==> config.mk <==
export PLATFORM = sky130hd
export DESIGN_NAME = fifo_wr_arbiter
export DESIGN_NICKNAME = d
export VERILOG_FILES = /design/src/rtl/fifo_arb_pkg.sv /design/src/rtl/rr_pick.sv /design/src/rtl/fifo_wr_arbiter.sv
export SDC_FILE = /design/constraint.sdc
export NUM_CORES = 1
export LEC_CHECK = 0
export ABC_AREA = 0
export BUFFER_PORTS_ARGS = -buffer_cell sky130_fd_sc_hd__buf_2
export CAP_MARGIN = 20
export CELL_PAD_IN_SITES_DETAIL_PLACEMENT = 1
export CELL_PAD_IN_SITES_GLOBAL_PLACEMENT = 2
export CORE_MARGIN = 8
export CORE_UTILIZATION = 21
export CTS_CLUSTER_DIAMETER = 200
export DETAILED_ROUTE_END_ITERATION = 16
export MAX_ROUTING_LAYER = met4
export PLACE_DENSITY_LB_ADDON = 0.1
export SLEW_MARGIN = 30
export SYNTH_ARGS = -nofsm -noshare
export SYNTH_HDL_FRONTEND = slang
export SYNTH_SLANG_ARGS = --single-unit
==> constraint.sdc <==
create_clock -name clk -period 2.4 [get_ports clk]
set_input_delay 0.48 -clock clk [delete_from_list [all_inputs] [get_ports clk]]
set_output_delay 0.48 -clock clk [all_outputs]
set_load 0.01 [all_outputs]
==> src/rtl/fifo_arb_pkg.sv <==
// Shared types and helpers for the fifo write-port arbiter.
package fifo_arb_pkg;

  // Arbiter FSM: IDLE picks the next owner, GRANT streams that owner's beats.
  typedef enum logic {
    IDLE  = 1'b0,
    GRANT = 1'b1
  } arb_state_t;

  // Modular increment used to walk the requesters in round-robin order.
  function automatic int unsigned rr_wrap(input int unsigned base,
                                          input int unsigned off,
                                          input int unsigned n);
    return (base + off) % n;
  endfunction

endpackage

==> src/rtl/rr_pick.sv <==
// Combinational round-robin picker: returns the first asserted request
// found when searching ptr+1, ptr+2, ... wrapping modulo N.
module rr_pick
  import fifo_arb_pkg::*;
#(
  parameter  int N  = 4,
  localparam int IW = $clog2(N)
) (
  input  logic [N-1:0]  req,
  input  logic [IW-1:0] ptr,
  output logic          any,
  output logic [IW-1:0] idx
);

  logic [IW-1:0] cand;

  // Scan every offset from the pointer; the first hit wins.
  always_comb begin
    any  = 1'b0;
    idx  = '0;
    cand = '0;
    for (int k = 1; k <= N; k++) begin
      cand = IW'(rr_wrap(32'(ptr), unsigned'(k), unsigned'(N)));
      if (!any && req[cand]) begin
        any = 1'b1;
        idx = cand;
      end
    end
  end

endmodule

==> src/rtl/fifo_wr_arbiter.sv <==
// Round-robin arbiter sharing one fifo write port between NUM_REQ producers.
// One requester owns the port at a time for up to MAX_BURST beats; a single
// IDLE cycle separates consecutive grants and is where arbitration happens.
//
// Handshake: a beat from requester i transfers on a rising clk edge where
// req_valid[i] and req_ready[i] are both high. req_ready never depends on
// req_valid; the requester must hold req_data/req_last stable while
// valid & !ready. fifo_wr_en is the fifo's push strobe and is only raised
// when fifo_full is low, so every asserted fifo_wr_en is one stored beat.
module fifo_wr_arbiter
  import fifo_arb_pkg::*;
#(
  parameter  int NUM_REQ    = 4,
  parameter  int DATA_WIDTH = 8,
  parameter  int MAX_BURST  = 4,
  localparam int ID_W       = $clog2(NUM_REQ),
  localparam int CNT_W      = $clog2(MAX_BURST + 1)
) (
  input  logic                          clk,
  input  logic                          rst,
  input  logic [NUM_REQ-1:0]            req_valid,
  input  logic [NUM_REQ-1:0]            req_last,
  input  logic [NUM_REQ*DATA_WIDTH-1:0] req_data,
  output logic [NUM_REQ-1:0]            req_ready,
  input  logic                          fifo_full,
  output logic                          fifo_wr_en,
  output logic [DATA_WIDTH-1:0]         fifo_wr_data,
  output logic                          grant_valid,
  output logic [ID_W-1:0]               grant_id,
  output arb_state_t                    dbg_state,
  output logic [CNT_W-1:0]              dbg_beat_cnt
);

  arb_state_t      state;
  logic [ID_W-1:0] owner;
  logic [ID_W-1:0] rr_ptr;
  logic [CNT_W-1:0] beat_cnt;

  logic            pick_any;
  logic [ID_W-1:0] pick_idx;

  logic                  owner_valid;
  logic                  owner_last;
  logic [DATA_WIDTH-1:0] owner_data;

  logic in_grant;
  logic accept;
  logic burst_end;
  logic release_grant;

  rr_pick #(
    .N (NUM_REQ)
  ) u_rr_pick (
    .req (req_valid),
    .ptr (rr_ptr),
    .any (pick_any),
    .idx (pick_idx)
  );

  // Select the current owner's valid, last and data lanes.
  always_comb begin
    owner_valid = 1'b0;
    owner_last  = 1'b0;
    owner_data  = '0;
    for (int i = 0; i < NUM_REQ; i++) begin
      if (owner == ID_W'(i)) begin
        owner_valid = req_valid[i];
        owner_last  = req_last[i];
        owner_data  = req_data[i*DATA_WIDTH +: DATA_WIDTH];
      end
    end
  end

  // rst masks the grant immediately so a beat presented during reset is
  // neither acknowledged nor written.
  assign in_grant      = (state == GRANT) && !rst;
  assign accept        = in_grant && owner_valid && !fifo_full;
  assign burst_end     = (beat_cnt == CNT_W'(MAX_BURST - 1));
  assign release_grant = (accept && (owner_last || burst_end)) || !owner_valid;

  // Drive the fifo port and the per-requester ready from the owner.
  always_comb begin
    req_ready = '0;
    if (in_grant && !fifo_full) begin
      for (int i = 0; i < NUM_REQ; i++) begin
        req_ready[i] = (owner == ID_W'(i));
      end
    end
    fifo_wr_en   = accept;
    fifo_wr_data = in_grant ? owner_data : '0;
    grant_valid  = in_grant;
    grant_id     = in_grant ? owner : '0;
    dbg_state    = state;
    dbg_beat_cnt = beat_cnt;
  end

  // Arbitration FSM with owner, round-robin pointer and beat counter.
  always_ff @(posedge clk) begin
    if (rst) begin
      state    <= IDLE;
      owner    <= '0;
      rr_ptr   <= ID_W'(NUM_REQ - 1);
      beat_cnt <= '0;
    end else begin
      case (state)
        IDLE: begin
          if (pick_any) begin
            state    <= GRANT;
            owner    <= pick_idx;
            rr_ptr   <= pick_idx;
            beat_cnt <= '0;
          end
        end
        GRANT: begin
          if (accept) begin
            beat_cnt <= beat_cnt + CNT_W'(1);
          end
          // Full fifo stalls the burst in place; only last, burst limit
          // or the owner withdrawing ends a grant.
          if (release_grant) begin
            state    <= IDLE;
            beat_cnt <= '0;
          end
        end
        default: begin
          state <= IDLE;
        end
      endcase
    end
  end

endmodule

==> flow_summary.ini, run 1 <==
[worst_setup_path]
crit_chain = mux4_2 > nor3b_4 > buf_2
crit_required_ns = 1.92
critPathArrivalTime_ns = 1.68
r2r-start = owner[1]
r2r_setup_slack_ns = 0.59
critPathLaunch = owner[1]
critPathLaunchType = flip-flop
critPathMaxStageDelay_ns = 0.69
worst-setup-path-type = flip-flop to primary output
cp-end-kind = primary output
cp_slowest_cell = dfxtp_1
critical_path.max_fanout = 15
ff2ff_path_depth = 4
regToRegEndpoint = dbg_beat_cnt[0]
crit_end = fifo_wr_en

[yosys]
syn_nets = 127
postSynthCellCount = 82
syn_area_per_cell_um2 = 9.537
yosys.area.top_type = mux4_2
synth.ff_latch_count = 8
synth_edf_count = 0
yosysUniqueCellTypes = 29
synthTopCellsByCount = 9 x inv_1, 9 x mux4_2, 8 x and2_1, 8 x dfxtp_1, 8 x nor2_1
yosysSeqAreaShare_pct = 20.48
syn_area_um2 = 782.0
async_flop_share_pct = 0
synth_top_flop_cell = dfxtp_1
synth_top_area_share_pct = 25.92
synth_area_leaders = mux4_2 26%, dfxtp_1 20%, and2_1 6.4%, inv_1 4.3%, nor4_1 4.0%
synth_warnings = 0

[global_routing]
grt.overflow.total = 0
grt_pass1_vias = 929
antenna_found_initial = 0
grtUsageTotal_pct = 10.30
grt_pass1_wl_mm = 4.843
grt_max_degree = 16

[floorplanning]
io_pins = 63
core_um2 = 3633
num_rows = 22
die_w_um = 77.03
die_h_um = 77.03
start_util_pct = 21.52
dieArea_um2 = 5933

[pwr]
internal-power_mw = 0.3764
p_comb_share_pct = 39.8
p_leak_nw = 0.5951
irDropWorstVdd_uv = 417.1
seqPwrFrac_pct = 30.7
switching_share_pct = 31.53
pwr_density_cell_nw_per_um2 = 464.0
p_switching_mw = 0.1733
p_clk_share_pct = 29.5

[clock_tree]
root_buffer = clkbuf_8
clkSinkCount = 8
cts_tree = built
h-tree-depth = 1
numCtsBuffers = 3
clk_latency_ns = 0.23
clk_pin_slew_ns = 0.04
postCtsSetupBuffers = 0
ctsHoldBuffers = 0
postCtsResizedCells = 0
max-clock-path-buffers = 2

[placed_design]
dpl.cell_count = 190
dp_slack_ns = 0.3939
portBuffers = 62
place_congestion = 0.7377

[timing]
drv_slew = 0
tightest_slew_ns = 0.5999
relSlewSlack_pct = 59.95
fmax_mhz = 464.0
hold_viol_final = 0
finalWorstSetupSlack_ns = 0.2449
final.period_utilization_pct = 89.80
layout_min_cycle_time_ns = 2.155
rsz0062_at_grt = false
clock_skew_ns = 0.0002577
whs_ns = 0.5065
finalSetupTns_ns = 0
final-setup-viol-count = 0

[final_layout]
postLayoutCoreUtil_pct = 32.61
antenna_cells = 0
drive_above_1_share_pct = 55.86
nNetsFinal = 192
stdcell_count = 193
syn2layout_area_growth_pct = 51.52

[routing]
dr.pass1.iters = 3
antenna_left = 0
wirelength_mm = 3.014
num_vias = 870
drc = 0
vias_per_cell = 4.508
drt_iter0_drc = 49
wire_per_inst_um = 15.62

[outcome]
outcome = complete, no violations

[job]
cap_viol_max_count = 0

[hold_path]
hp-class = primary input to flip-flop
[power by group through the flow]
stage	Sequential (mW)	Clock, mW	Combinational (mW)
final	0.169	0.162	0.219
after global routing	0.172	0.173	0.241
after CTS	0.169	0.165	0.224
after detailed placement	0.171	0	0.223
after global placement	0.171	0	0.221
after floorplan	0.161	0	0.149
[worst max-delay path, delay by kind of cell (launching register included)]
kind / cells / cell delay, ns
flops: 1 / 0.69
mux: 1 / 0.43
buf+inv: 1 / 0.15
simple gates: 1 / 0.17
[flip-flops by register name, summed over array words and instances (netlist names)]
register      flops
dbg_state         1
rr_ptr            2
dbg_beat_cnt      3
owner             2
[logic make-up (layout without fill, tap and decap cells)]
kind of cell,after synthesis,in the layout,share of synthesized area [%]
buffers and inverters,13,76,7.359
and+or+nand+nor,33,33,25.12
AOI/OAI and AO/OA,14,14,13.92
DFF,8,8,20.48
muxes,12,12,29.92
adders and majority gates,2,2,3.199
[worst min path at each step]
stage	from	slack, ns	cells after the start	endpoint
floorplan	rr_ptr[1]	0.47	2	rr_ptr[1]
global route	rst	0.52	2	owner[0]
detailed placement	dbg_beat_cnt[2]	0.51	1	dbg_beat_cnt[2]
global placement	dbg_beat_cnt[2]	0.48	1	dbg_beat_cnt[2]
CTS	rst	0.51	2	owner[1]
finish	rst	0.51	2	owner[1]
[layer usage]
layer / track usage, % / vias to the layer above / wire length (um)
li1: - / 434 / -
met3: 3.263 / 2 / 151
met2: 17.33 / 31 / 1543
met4: 2.830 / 0 / 21
met5: - / - / 0
met1: 11.47 / 403 / 1298
[cells in the final DEF, fill, tap and decap left out, types with 3 or more instances in the layout]
master	Yosys	routed
nor4_1	5	5
buf_2	1	62
clkbuf_8	0	3
and2_1	8	8
a21oi_1	3	3
nand2_1	3	3
dfxtp_1	8	8
mux4_2	9	9
inv_1	9	9
nor2_1	8	8
[stage by stage]
stage	instance area (um^2)	total power, mW
floorplan	782.0	0.3102
global placement	1144	0.3918
detailed placement	1144	0.3944
CTS	1185	0.5574
global route	1185	0.5863
finish	1185	0.5497
[cell type report]
type / instances / area [um^2]
fill: 454 / 2449
multi-input combinational: 61 / 564.3
timing repair buffer: 64 / 325.3
sequential: 8 / 160.2
tap: 48 / 60.06
clock buffer: 3 / 41.29
inverter: 9 / 33.78
(Power assumes the default switching activity.)
==> run 2, diff against run 1 <==
--- a/config.mk
+++ b/config.mk
@@ -12,7 +12,7 @@
 export CELL_PAD_IN_SITES_GLOBAL_PLACEMENT = 2
 export CORE_MARGIN = 8
 export CORE_UTILIZATION = 21
-export CTS_CLUSTER_DIAMETER = 200
+export CTS_CLUSTER_DIAMETER = 40
 export DETAILED_ROUTE_END_ITERATION = 16
 export MAX_ROUTING_LAYER = met4
 export PLACE_DENSITY_LB_ADDON = 0.1
==> constraint.sdc (replaced) <==
create_clock -name clk -period 2.57 [get_ports clk]
set_input_delay 0.514 -clock clk [delete_from_list [all_inputs] [get_ports clk]]
set_output_delay 0.514 -clock clk [all_outputs]
set_load 0.01 [all_outputs]
==> flow_summary.ini, run 2 (synthesized netlist as in run 1, its figures left out) <==
[timing]
layout_min_cycle_time_ns = 2.190
final-setup-viol-count = 0
whs_ns = 0.5097
fmax_mhz = 456.6
clock_skew_ns = 0.005625
final.period_utilization_pct = 85.21
rsz0062_at_grt = false
finalSetupTns_ns = 0
tightest_slew_ns = 0.6076
drv_slew = 0
relSlewSlack_pct = 59.44
hold_viol_final = 0

[clock_tree]
h-tree-depth = 1
cts_tree = built
ctsHoldBuffers = 0
root_buffer = clkbuf_8
clk_pin_slew_ns = 0.04
clkSinkCount = 8
clk_latency_ns = 0.23
numCtsBuffers = 3
postCtsResizedCells = 0
max-clock-path-buffers = 2
postCtsSetupBuffers = 0

[global_routing]
grt.overflow.total = 0
grt_max_degree = 16
antenna_found_initial = 0
grt_pass1_wl_mm = 5.009
grt_pass1_vias = 964
grtUsageTotal_pct = 10.58

[routing]
wirelength_mm = 3.052
num_vias = 881
vias_per_cell = 4.565
wire_per_inst_um = 15.81
drc = 0
antenna_left = 0
dr.pass1.iters = 4
drt_iter0_drc = 12

[pwr]
seqPwrFrac_pct = 30.9
p_switching_mw = 0.1592
internal-power_mw = 0.3513
p_clk_share_pct = 29.1
p_comb_share_pct = 40.0
switching_share_pct = 31.18
pwr_density_cell_nw_per_um2 = 430.8
irDropWorstVdd_uv = 429.5
p_leak_nw = 0.5951

[hold_path]
whs_endpoint = dbg_beat_cnt[2]
min_from = dbg_beat_cnt[2]
hp-class = flip-flop to flip-flop
hold_depth = 1

[floorplanning]
core_um2 = 3633
io_pins = 63
start_util_pct = 21.52
dieArea_um2 = 5933
die_h_um = 77.03
num_rows = 22
die_w_um = 77.03

[final_layout]
final_cell_mix = 62 x buf_2, 9 x inv_1, 9 x mux4_2
stdcell_count = 193
drive_above_1_share_pct = 55.86
syn2layout_area_growth_pct = 51.52
antenna_cells = 0
layout_commonest_cell = buf_2
largest_register_ffs = 3
nNetsFinal = 192

[worst_setup_path]
critPathArrivalTime_ns = 1.68
r2r_setup_slack_ns = 0.75
r2r-start = owner[1]
cp-end-kind = primary output
ff2ff_path_depth = 4
worst-setup-path-type = flip-flop to primary output
crit_required_ns = 2.06
critPathLaunchType = flip-flop
critical_path.max_fanout = 15
regToRegEndpoint = dbg_beat_cnt[0]

[job]
cap_viol_max_count = 0

[placed_design]
place_congestion = 0.7368
portBuffers = 62
dpl.cell_count = 190

[outcome]
outcome = complete, no violations
[run 2: cell counts in the layout (fill, tap and decap cells not counted)]
Identical to the previous run, type by type.
[run 2: worst max-delay path by stage]
| stage | endpoint | from | cells past startpoint |
|---|---|---|---|
| after floorplan | fifo_wr_data[0] | owner[0] | 4 |
| after global placement | fifo_wr_data[1] | rst | 5 |
| after detailed placement | fifo_wr_data[0] | rst | 5 |
| after CTS | fifo_wr_en | owner[1] | 3 |
| after global routing | fifo_wr_en | owner[1] | 3 |
| final | fifo_wr_en | owner[1] | 3 |
[run 2: through the flow]
stage,cell area [um^2],total power [mW],setup slack [ns],util [%]
floorplan,782.0,0.2897,0.6858,-
global placement,1144,0.3657,0.5181,31.47
detailed placement,1144,0.3689,0.5190,31.47
CTS,1185,0.5244,0.3533,32.61
global route,1185,0.5530,0.2508,32.61
finish,1185,0.5105,0.3800,32.61
[run 2: layout make-up]
cell class,count,area (um^2)
fill,454,2449
multi-input combinational,61,564.3
timing repair buffer,64,325.3
sequential,8,160.2
tap,48,60.06
clock buffer,3,41.29
inverter,9,33.78
[run 2: routing by layer]
layer / GRT usage [%] / routed length [um] / up-vias
li1: - / - / 433
met1: 11.14 / 1206 / 413
met2: 18.78 / 1640 / 33
met3: 3.846 / 190 / 2
met4: 1.698 / 14 / 0
met5: - / 0 / -
[run 2: critical path, stage by stage (launching register included)]
cell and delay [ns]:
dfxtp_1 0.70, mux4_2 0.43, nor3b_4 0.17, buf_2 0.15
[run 2: power by group through the flow]
| stage | Combinational, mW | Sequential [mW] | Clock [mW] |
|---|---|---|---|
| floorplan | 0.139 | 0.150 | 0 |
| global placement | 0.206 | 0.160 | 0 |
| detailed placement | 0.209 | 0.160 | 0 |
| CTS | 0.210 | 0.158 | 0.156 |
| global route | 0.226 | 0.160 | 0.167 |
| finish | 0.204 | 0.158 | 0.149 |
==> run 3, diff against run 2 <==
--- a/config.mk
+++ b/config.mk
@@ -11,7 +11,7 @@
 export CELL_PAD_IN_SITES_DETAIL_PLACEMENT = 1
 export CELL_PAD_IN_SITES_GLOBAL_PLACEMENT = 2
 export CORE_MARGIN = 8
-export CORE_UTILIZATION = 21
+export CORE_UTILIZATION = 22
 export CTS_CLUSTER_DIAMETER = 40
 export DETAILED_ROUTE_END_ITERATION = 16
 export MAX_ROUTING_LAYER = met4
@@ -19,4 +19,5 @@
 export SLEW_MARGIN = 30
 export SYNTH_ARGS = -nofsm -noshare
 export SYNTH_HDL_FRONTEND = slang
+export SYNTH_HIERARCHICAL = 1
 export SYNTH_SLANG_ARGS = --single-unit
==> flow_summary.ini, run 3 <==
[yosys]
synth_warnings = 6
syn_area_um2 = 870.8
synth_area_leaders = dfxtp_1 18%, mux4_1 12%, mux4_2 10%, and2_1 6.5%, a21oi_1 5.7%
yosysMostFrequentCell = a21oi_1
synth_top_area_share_pct = 18.39
synthTopCellsByCount = 10 x a21oi_1, 9 x and2_1, 9 x nand2_1
yosys.area.top_type = dfxtp_1
synth_edf_count = 0
yosysSeqAreaShare_pct = 18.39
yosysUniqueCellTypes = 30
syn_area_per_cell_um2 = 9.071
synth_top_flop_cell = dfxtp_1
synth.ff_latch_count = 8
postSynthCellCount = 96
async_flop_share_pct = 0
syn_nets = 141

[clock_tree]
ctsHoldBuffers = 0
numCtsBuffers = 3
clkSinkCount = 8
clk_latency_ns = 0.22
h-tree-depth = 1
postCtsResizedCells = 0
max-clock-path-buffers = 2
postCtsSetupBuffers = 0
cts_tree = built
root_buffer = clkbuf_8
clk_pin_slew_ns = 0.04

[worst_setup_path]
critPathArrivalTime_ns = 1.69
cp_slowest_cell = inv_1
crit_chain = buf_2 > nand2b_1 > inv_1 > nand2b_1 > a211oi_1 > buf_2
critPathLaunchType = primary input
regToRegEndpoint = dbg_beat_cnt[1]
ff2ff_path_depth = 5
critPathMaxStageDelay_ns = 0.23
crit_required_ns = 2.06
r2r_setup_slack_ns = 1.03
worst-setup-path-type = primary input to primary output
r2r-start = owner[1]
cp-end-kind = primary output
critical_path.max_fanout = 11

[timing]
tightest_slew_ns = 0.4806
drv_slew = 0
rsz0062_at_grt = false
relSlewSlack_pct = 67.92
hold_viol_final = 0
final.period_utilization_pct = 85.83
final-setup-viol-count = 0
layout_min_cycle_time_ns = 2.206
finalSetupTns_ns = 0
fmax_mhz = 453.3
clock_skew_ns = 0.0007452

[final_layout]
layout_commonest_cell = buf_2
multi_input_area_um2 = 645.6
syn2layout_area_growth_pct = 44.40
nNetsFinal = 205
drive_above_1_share_pct = 50.00
nFillCells = 489
final_cell_mix = 62 x buf_2, 10 x a21oi_1, 9 x nand2_1, 9 x and2_1, 8 x dfxtp_1
antenna_cells = 0
largest_register_ffs = 3
regArea_um2 = 160.2

[hold_path]
min_from = dbg_beat_cnt[2]
whs_endpoint = dbg_beat_cnt[2]
hold_depth = 2
hp-class = flip-flop to flip-flop

[job]
cap_viol_max_count = 0

[global_routing]
antenna_found_initial = 0
grt.overflow.total = 0
grtUsageTotal_pct = 10.28
grt_max_degree = 13
grt_pass1_vias = 1069
grt_pass1_wl_mm = 5.106

[pwr]
pwr_density_cell_nw_per_um2 = 386.6
p_leak_nw = 0.6101
power_mw = 0.4861
irDropWorstVdd_uv = 221.2

[placed_design]
dp_hpwl_mm = 2.884
portBuffers = 62
place_congestion = 0.8237

[routing]
antenna_left = 0
wirelength_mm = 3.288
drc = 0
vias_per_cell = 4.813
num_vias = 1001
wire_per_inst_um = 15.81
dr.pass1.iters = 4
drt_iter0_drc = 18

[floorplanning]
core_um2 = 3914
num_rows = 23
dieArea_um2 = 6228
die_w_um = 78.92
start_util_pct = 22.25
die_h_um = 78.92
io_pins = 63

[outcome]
outcome = complete, no violations
## run 3: layout make-up
| type | count | share of cell area, % |
|---|---|---|
| Inverter | 4 | 1.194 |
| Tap cell | 50 | 4.975 |
| Clock buffer | 3 | 3.284 |
| Sequential cell | 8 | 12.74 |
| Timing Repair Buffer | 65 | 26.47 |
| Multi-Input combinational cell | 78 | 51.34 |
## run 3: worst max-delay path by stage
| stage | from | end | slack (ns) |
|---|---|---|---|
| CTS | rst | fifo_wr_en | 0.34 |
| finish | rst | fifo_wr_en | 0.36 |
| detailed placement | rst | fifo_wr_en | 0.34 |
| global placement | rst | fifo_wr_en | 0.39 |
| global route | rst | fifo_wr_en | 0.21 |
| floorplan | rst | fifo_wr_data[0] | 0.70 |
## run 3: power breakdown
group | switching (mW) | leakage, nW | internal, mW | total (mW)
clock | 0.0460 | 0.0216 | 0.101 | 0.147
sequential | 0.0169 | 0.0658 | 0.134 | 0.151
combinational | 0.0863 | 0.523 | 0.101 | 0.188
total | 0.149 | 0.610 | 0.337 | 0.486
## run 3: cells by family (layout without fill, tap and decap cells)
| family | Yosys count | count (layout) | share of synthesized area [%] |
|---|---|---|---|
| AND/OR/NAND/NOR | 45 | 45 | 27.73 |
| AO/OA/AOI/OAI | 18 | 18 | 14.94 |
| multiplexers | 13 | 13 | 28.59 |
| buffers and inverters | 10 | 72 | 7.470 |
| flip-flops | 8 | 8 | 18.39 |
| adder cells (fa/ha/maj) | 2 | 2 | 2.873 |
## run 3: per-stage QoR
| step | cell area, um^2 | setup WS, ns | util [%] | cells | hold slack, ns |
|---|---|---|---|---|---|
| final | 1257 | 0.3641 | 32.13 | 208 | 0.4991 |
| after global routing | 1257 | 0.2069 | 32.13 | 208 | 0.5380 |
| after CTS | 1257 | 0.3376 | 32.13 | 208 | 0.5081 |
| after detailed placement | 1216 | 0.3382 | 31.07 | 205 | 0.4945 |
| after global placement | 1216 | 0.3922 | 31.07 | 205 | 0.4973 |
| after floorplan | 870.8 | 0.6995 | - | 96 | 0.5001 |
## run 3: routing by layer
metal / vias up / part of all wire, % / global-route usage [%] / wire (um)
met2: 56 / 42 / 16.07 / 1367
met1: 467 / 46 / 12.79 / 1513
met4: 0 / 0.76 / 2.222 / 25
li1: 475 / - / - / -
met3: 3 / 12 / 3.047 / 382
met5: - / 0 / - / 0
## run 3: critical path: cells and delay by family
family	cells	cell delay [ns]
AO/OA/AOI/OAI	1	0.21
buffers and inverters	3	0.55
AND/OR/NAND/NOR	2	0.41
